File: config.mk
export PLATFORM = sky130hd
export DESIGN_NAME = tri_bus_arbiter
export DESIGN_NICKNAME = d
export VERILOG_FILES = /design/src/rtl/tri_bus_arbiter.sv
export SDC_FILE = /design/constraint.sdc
export NUM_CORES = 1
export LEC_CHECK = 0
export CAP_MARGIN = 10
export CORE_AREA = 2 2 39 41
export DETAILED_ROUTE_END_ITERATION = 7
export DIE_AREA = 0 0 41 43
export PLACE_DENSITY = 0.72
export SETUP_SLACK_MARGIN = 0.1
export SLEW_MARGIN = 40
export SYNTH_ARGS = -nofsm -noshare
export SYNTH_HDL_FRONTEND = slang
export SYNTH_SLANG_ARGS = --single-unit
File: constraint.sdc
create_clock -name clk -period 4.43 [get_ports clk]
set_clock_uncertainty 0.2 [all_clocks]
set_input_delay 0.886 -clock clk [delete_from_list [all_inputs] [get_ports clk]]
set_output_delay 0.886 -clock clk [all_outputs]
set_load 0.01 [all_outputs]
File: src/rtl/tri_bus_arbiter.sv
// Round-robin owner selection for the shared tri-state bus: one-hot grant/enables, binary mux select,
// and an all-Z turnaround gap between owners. Define TRI_BUS_ARB_LOCK_EN to add the lock input.
module tri_bus_arbiter #(
  parameter int N         = 2,
  parameter int HOLD_MAX  = 8,
  parameter int TA_CYCLES = 1
) (
  input  logic                 clk,
  input  logic                 rst_n,
`ifdef TRI_BUS_ARB_LOCK_EN
  input  logic                 lock,
`endif
  input  logic [N-1:0]         req,
  output logic [N-1:0]         gnt,
  output logic [N-1:0]         oe,
  output logic [$clog2(N)-1:0] sel,
  output logic                 busy
);

  localparam int SW = $clog2(N);
  localparam int HW = $clog2(HOLD_MAX + 1);
  localparam int TW = $clog2(TA_CYCLES + 1);
  localparam logic [HW-1:0] HOLD_LAST = HW'(HOLD_MAX - 1);
  localparam logic [HW-1:0] HOLD_SAT  = HW'(HOLD_MAX);
  localparam logic [TW-1:0] TA_LAST   = TW'(TA_CYCLES - 1);

  typedef enum logic [1:0] {
    ST_IDLE  = 2'd0,
    ST_GRANT = 2'd1,
    ST_TURN  = 2'd2
  } state_t;

  state_t          state_r, state_s;
  logic [N-1:0]    gnt_r, gnt_s;
  logic [SW-1:0]   sel_r, sel_s;
  logic [SW-1:0]   ptr_r, ptr_s;
  logic [HW-1:0]   hold_r, hold_s;
  logic [TW-1:0]   ta_r, ta_s;
  logic            busy_r, busy_s;
  logic [SW:0]     win_s;
  logic            found_s;
  logic [SW-1:0]   widx_s;
  logic            owner_req_s;
  logic            others_s;
  logic            lock_hold_s;
  logic            preempt_s;

  // First requester at or after p, wrapping modulo N; MSB flags that one was found.
  function automatic logic [SW:0] rr_pick(input logic [N-1:0] r, input logic [SW-1:0] p);
    logic          found;
    logic [SW-1:0] idx;
    logic [SW-1:0] j_v;
    found = 1'b0;
    idx   = {SW{1'b0}};
    for (int i = 0; i < N; i++) begin
      j_v = SW'((int'(p) + i) % N);
      if (!found && r[j_v]) begin
        found = 1'b1;
        idx   = j_v;
      end else begin
        idx   = idx;
      end
    end
    return {found, idx};
  endfunction

  // Successor index for the rotating priority pointer.
  function automatic logic [SW-1:0] next_idx(input logic [SW-1:0] o);
    if (o == SW'(N - 1)) begin
      return {SW{1'b0}};
    end else begin
      return o + SW'(1);
    end
  endfunction

  assign win_s       = rr_pick(req, ptr_r);
  assign found_s     = win_s[SW];
  assign widx_s      = win_s[SW-1:0];
  assign owner_req_s = req[sel_r];
  assign others_s    = |(req & ~gnt_r);

  // Lock only shields an owner that still wants the bus.
  always_comb begin
`ifdef TRI_BUS_ARB_LOCK_EN
    lock_hold_s = lock & owner_req_s;
`else
    lock_hold_s = 1'b0;
`endif
    preempt_s = others_s & (hold_r >= HOLD_LAST) & ~lock_hold_s;
  end

  // Next-state and next-output logic for the arbitration FSM.
  always_comb begin
    state_s = state_r;
    gnt_s   = gnt_r;
    sel_s   = sel_r;
    ptr_s   = ptr_r;
    hold_s  = hold_r;
    ta_s    = ta_r;
    case (state_r)
      ST_IDLE: begin
        if (found_s) begin
          gnt_s   = {{(N-1){1'b0}}, 1'b1} << widx_s;
          sel_s   = widx_s;
          hold_s  = {HW{1'b0}};
          state_s = ST_GRANT;
        end else begin
          state_s = ST_IDLE;
        end
      end
      ST_GRANT: begin
        if (!owner_req_s || preempt_s) begin
          // sel keeps the last owner so the mux stays parked during the gap
          gnt_s   = {N{1'b0}};
          ptr_s   = next_idx(sel_r);
          ta_s    = {TW{1'b0}};
          state_s = ST_TURN;
        end else if (hold_r != HOLD_SAT) begin
          hold_s  = hold_r + HW'(1);
        end else begin
          hold_s  = hold_r;
        end
      end
      ST_TURN: begin
        if (ta_r != TA_LAST) begin
          ta_s    = ta_r + TW'(1);
        end else if (found_s) begin
          gnt_s   = {{(N-1){1'b0}}, 1'b1} << widx_s;
          sel_s   = widx_s;
          hold_s  = {HW{1'b0}};
          state_s = ST_GRANT;
        end else begin
          state_s = ST_IDLE;
        end
      end
      default: begin
        gnt_s   = {N{1'b0}};
        state_s = ST_IDLE;
      end
    endcase
    busy_s = (state_s != ST_IDLE);
  end

  // State and output registers; reset drops the bus at once without a gap.
  always_ff @(posedge clk) begin
    if (!rst_n) begin
      state_r <= ST_IDLE;
      gnt_r   <= {N{1'b0}};
      sel_r   <= {SW{1'b0}};
      ptr_r   <= {SW{1'b0}};
      hold_r  <= {HW{1'b0}};
      ta_r    <= {TW{1'b0}};
      busy_r  <= 1'b0;
    end else begin
      state_r <= state_s;
      gnt_r   <= gnt_s;
      sel_r   <= sel_s;
      ptr_r   <= ptr_s;
      hold_r  <= hold_s;
      ta_r    <= ta_s;
      busy_r  <= busy_s;
    end
  end

  assign gnt  = gnt_r;
  assign oe   = gnt_r;
  assign sel  = sel_r;
  assign busy = busy_r;

endmodule

# Word level (Yosys, flattened, before mapping)
# Cells that the tools add are included.
# word_totals
output_inout_bits	6
reg_bits	12
# classes
add_sub_neg	4
order_cmp	4
muxes	30
n_eq_ne	7
shifts	1
n_bitwise	3
n_reduce_logical	15
# op_table
cell	n
$mux 1	16
$mux 4	4
$pmux 2 s3	2
$pmux 4 s3	1
$mux 2	5
$ne 2x2->1 const B	4
$reduce_and 2->1	4
$lt 1x2->1 const B	3
$reduce_bool 2->1	3
$add 4x1->4 const B	1
$ge 4x3->1 const B	1
$ne 4x4->1 const B	1
$pmux 1 s2	2
$reduce_and 4->1	1
$add 1x1->1 const B	3
$reduce_bool 3->1	1
$and 2x2->2	1
$eq 2x1->1 const B	1
$eq 2x2->1 const B	1
$logic_not 1->1	2
$logic_not 2->1	1
$not 2->2	1
$reduce_or 2->1	1
$shl 1x1->2 const A	1
other kinds (3)	3

# Depth between registers and ports, before layout
# logic_depth
depth_word	10
mapped_depth	7
ltp_nobuf	7

# Worst setup path after synthesis
# OpenSTA, ideal clock, no wires.
# synth_timing
kind	input-to-reg
startpoint	input port req[1]
endpoint	register hold_r[3]
stages	4
arrival_time_ps	1697
setup_slack_ps	2410
path_buffers	0
cell_sequence	o21bai_1 > o21ai_2 > nand3_2 > mux2_1
# synth_via
elab_chain_cells	9
# synth_lines
item	line	text
start, declared	13	input logic [N-1:0] req,
$mux 1 (implied by the code) (2 in series)	57	if (!found && r[j_v]) begin
$mux 1	57	
$logic_not 1->1	57	
$logic_and 1x1->1	57	
$mux 1	57	
$mux 4 (2 in series)	n/a	
$pmux 4 s3	n/a	
end signal, assigned	151	hold_r <= {HW{1'b0}};
end signal, assigned	159	hold_r <= hold_s;
end, declared	37	logic [HW-1:0] hold_r, hold_s;
# Parallel ways exist; a longest one is shown, timed or not. The select of a mux whose other input is x is not followed.
# A chain may end at the register's enable or synchronous reset.

# Final worst setup path
# layout_timing
startpoint	input port req[0]
endpoint	register hold_r[3]
# The elaborated chain is that of the path after synthesis.

==> run summary <==
The global-route total usage across every layer came out at 16.3%. The tools report the detailed-route DRC error count as 0. Power spread over the standard cell area amounts to 310 nW/um^2. The highest-delay cell along the critical path is sky130_fd_sc_hd__clkdlybuf4s50_1.

In the layout the commonest cells are sky130_fd_sc_hd__dfxtp_1 (11), sky130_fd_sc_hd__nor2_1 (9), sky130_fd_sc_hd__clkdlybuf4s50_1 (9), sky130_fd_sc_hd__nand2_1 (7), sky130_fd_sc_hd__inv_1 (6). Summed over all cells, the static leakage comes to 0.291 nW. In this run the core area contains 14 standard-cell rows. The tools report the area taken by flip-flops and latches as 220 sq um. STA puts the critical path data required time at 4.39 ns.

The worst relative slew slack was 74.4%; the DRC violation total after the first TritonRoute iteration was 8. For the pin with the worst max-slew slack, the measured transition is 0.374 ns. The netlist uses 30 different library cells. Internal power comes to 0.160 mW.

The total of flip-flops plus latches after synthesis was 11; the number of hold violations in the final report was 0. The final net count is 86, and the number of ports placed on the die boundary is 10. For the largest net degree at the start of global routing, the log shows 9. The net count after synthesis was 75; the post-route cell area was 706 sq um. Of the total power, registers draw 49.4%. The die is 43 um tall. The peak fanout along the critical path was 7.

The placed cell area was 679 sq um. The number of input and output port buffers inserted is 9, and the clock latency on the worst-skew pair is 0.27 ns. The number of antenna violations at the first check in global routing was 0; the net switching power was 0.0586 mW. The tools report the area of the mapped netlist as 588 sq um.

The run gives 1810 um as the wire length of the first global-routing pass. The largest buffer count on any clock path was 2. The number of gates resized after CTS was 0. The area of the placeable core is 1380 sq um. Once detailed placement completed, the half-perimeter wirelength came to 840 um.

The synthesized area divided by synthesized cell count works out to 8.52 sq um. The critical path goes through clkdlybuf4s50_1 -> o21bai_1 -> o21ai_2 -> nand3_2 -> mux2_1. The tools report the number of buffers added to fix hold violations after cts as 0.

The kind of critical path is in -> reg. The total buffers and inverters traversed by the critical path was 1; the final total negative setup slack was 0 ns. The post-synthesis async set-or-reset flop share is 0%, and the final worst-path cycle share is 55.0%. The first detailed-routing pass took 5 iterations. The average detailed-routed wire length per instance was 11.4 um. The highest clock frequency the design can meet was 0.411 GHz; the stage delay of the slowest cell on the critical path was 0.51 ns.

The clock period could shrink to 2.43 ns. The run gives 1760 sq um as the full die area. The clock network is responsible for 30.7% of the overall power. The tools report the total number of yosys warnings as 0.

TritonCTS built the clock tree. Dividing the detail-routed via count by the number of cells gives 5.31. The layout filler cell count was 149; the die boundary width was 41 um.

The number of clock sinks was 11; the max-slew violation count was 0. After synthesis, flip-flops and latches occupy 37.4% of the total area. Synthesis-to-finish area growth: 20.0%.

The share of final-layout standard cells stronger than drive strength 1 was 16.5%. Synthesis produced 69 cells. The detail route stage leaves a number of antenna-violating nets equal to 0. The number of antenna diodes is 0. The H-tree depth is 1, and the via count of the first global-routing pass is 464.

The number of synthesized flops with an enable pin was 0; the via count was 504. The logs give 0 for the total overflow reported by the global router and 327 sq um for the area of the multi-input gates. STA classifies the critical path endpoint as a register. Buffers added to address setup during post-CTS repair amount to 0.

Worst hold path class: reg -> reg. The startpoint type of the worst setup path is an input pin. Setup repair after global routing left no endpoint under its margin. The flow ran to the end, and the final reports show no timing, DRC or antenna violations. Clock tree synthesis inserted a total of 3 buffers. CTS placed an instance of sky130_fd_sc_hd__clkbuf_4 at the clock tree root. The tools report the arrival time reported for the critical path endpoint as 2.39 ns.

The cell family contributing the most delay on the critical path is compound AO/OA/AOI/OAI gates. Across the run, the number of max-cap violations was 0. Of the total power, the share spent switching nets is 26.8%. The combinational group share of total power is 19.9%. Setup violations remaining at the end of the flow were counted as 0.

The run gives 0.000146 V as the largest voltage drop on the vdd net. The clock slew seen by the registers of the worst setup and hold paths works out to 0.06 ns. For this block, the routed nets add up to 1080 um of wire.

In the synthesized netlist the dominant register cell turns out to be sky130_fd_sc_hd__dfxtp_1. At the end of routability-driven placement, the weighted congestion stood at 0.772. The library cell used most frequently in the layout, excluding fill and tap cells, is sky130_fd_sc_hd__dfxtp_1.

For this configuration, the core starts out at a cell density of 42.5%.
-- per-layer routing --
layer / wire, um / track usage (%) / vias to the layer above / share of wire (%)
li1: - / - / 253 / -
met1: 465 / 17.4 / 230 / 43
met2: 517 / 24.4 / 16 / 48
met3: 50 / 3.14 / 5 / 4.6
met4: 47 / 16.0 / 0 / 4.3
met5: 0 / 0 / - / 0
-- cell usage after synthesis (2+ instances only) --
cell type	n	area [sq um]
sky130_fd_sc_hd__nand2_1	7	26.3
sky130_fd_sc_hd__buf_4	2	15.0
sky130_fd_sc_hd__nand2b_1	3	18.8
sky130_fd_sc_hd__inv_1	6	22.5
sky130_fd_sc_hd__and3_2	2	15.0
sky130_fd_sc_hd__dfxtp_1	11	220
sky130_fd_sc_hd__ha_1	2	25.0
sky130_fd_sc_hd__mux2i_1	2	20.0
sky130_fd_sc_hd__nor2_1	9	33.8
sky130_fd_sc_hd__a21oi_1	5	25.0
-- power groups by stage --
stage | Combinational [mW] | Sequential [mW] | Clock [mW]
2_1_floorplan | 0.0284 | 0.111 | 0
3_3_place_gp | 0.0434 | 0.110 | 0
3_5_place_dp | 0.0436 | 0.110 | 0
4_1_cts | 0.0439 | 0.108 | 0.0707
5_1_grt | 0.0492 | 0.109 | 0.0756
6_report | 0.0437 | 0.108 | 0.0672
-- area by class of cell --
| class | count | share of cell area (%) |
|---|---|---|
| multi-input cells | 49 | 46.3 |
| repair buffers | 9 | 12.8 |
| well taps | 16 | 2.84 |
| flip-flops and latches | 11 | 31.2 |
| inverters | 6 | 3.19 |
| clock buffers | 4 | 3.72 |
-- cell families after synthesis --
kind of cell               share of synthesized area, %
buffers and inverters                              7.02
DFF                                                37.4
AOI/OAI and AO/OA                                  20.2
and+or+nand+nor                                    25.7
adders and majority gates                          4.25
muxes                                              5.32
-- registers in the layout (all words and copies together), names as in the netlist --
signal,cells
busy,1
gnt,2
hold_r,4
ptr_r,1
sel,1
state_r,2
-- worst register-to-register path, delay by kind of cell, from the launching register on --
family          cells  cell delay (ns)
compound gates      3             0.51
fa+ha+maj           1             0.23
flops               1             0.33
mux                 1             0.32
simple gates        1             0.10
-- path summary, 6_finish.rpt --
check                               from                      to  slack (ns)  depth (start not counted)
setup reg to reg  hold_r[0]$_SDFFE_PN0P_  hold_r[3]$_SDFFE_PN0P_        2.63                          6
hold reg to reg   hold_r[0]$_SDFFE_PN0P_  hold_r[0]$_SDFFE_PN0P_        0.30                          2
setup / recovery                  req[0]  hold_r[3]$_SDFFE_PN0P_        2.00                          5
hold / removal    hold_r[0]$_SDFFE_PN0P_  hold_r[0]$_SDFFE_PN0P_        0.30                          2
-- metrics by stage --
| stage | worst slack, ns | total power, mW | std cells | util [%] | hold slack [ns] |
|---|---|---|---|---|---|
| after global routing | 1.88 | 0.234 | 95 | 51.0 | 0.338 |
| after floorplan | 2.41 | 0.140 | 69 | - | 0.272 |
| after CTS | 2.03 | 0.223 | 95 | 51.0 | 0.300 |
| final | 2.00 | 0.219 | 95 | 51.0 | 0.300 |
| after global placement | 1.79 | 0.154 | 91 | 49.1 | 0.292 |
| after detailed placement | 1.75 | 0.154 | 91 | 49.1 | 0.291 |
Note: power is estimated with default switching activity, not from simulation.
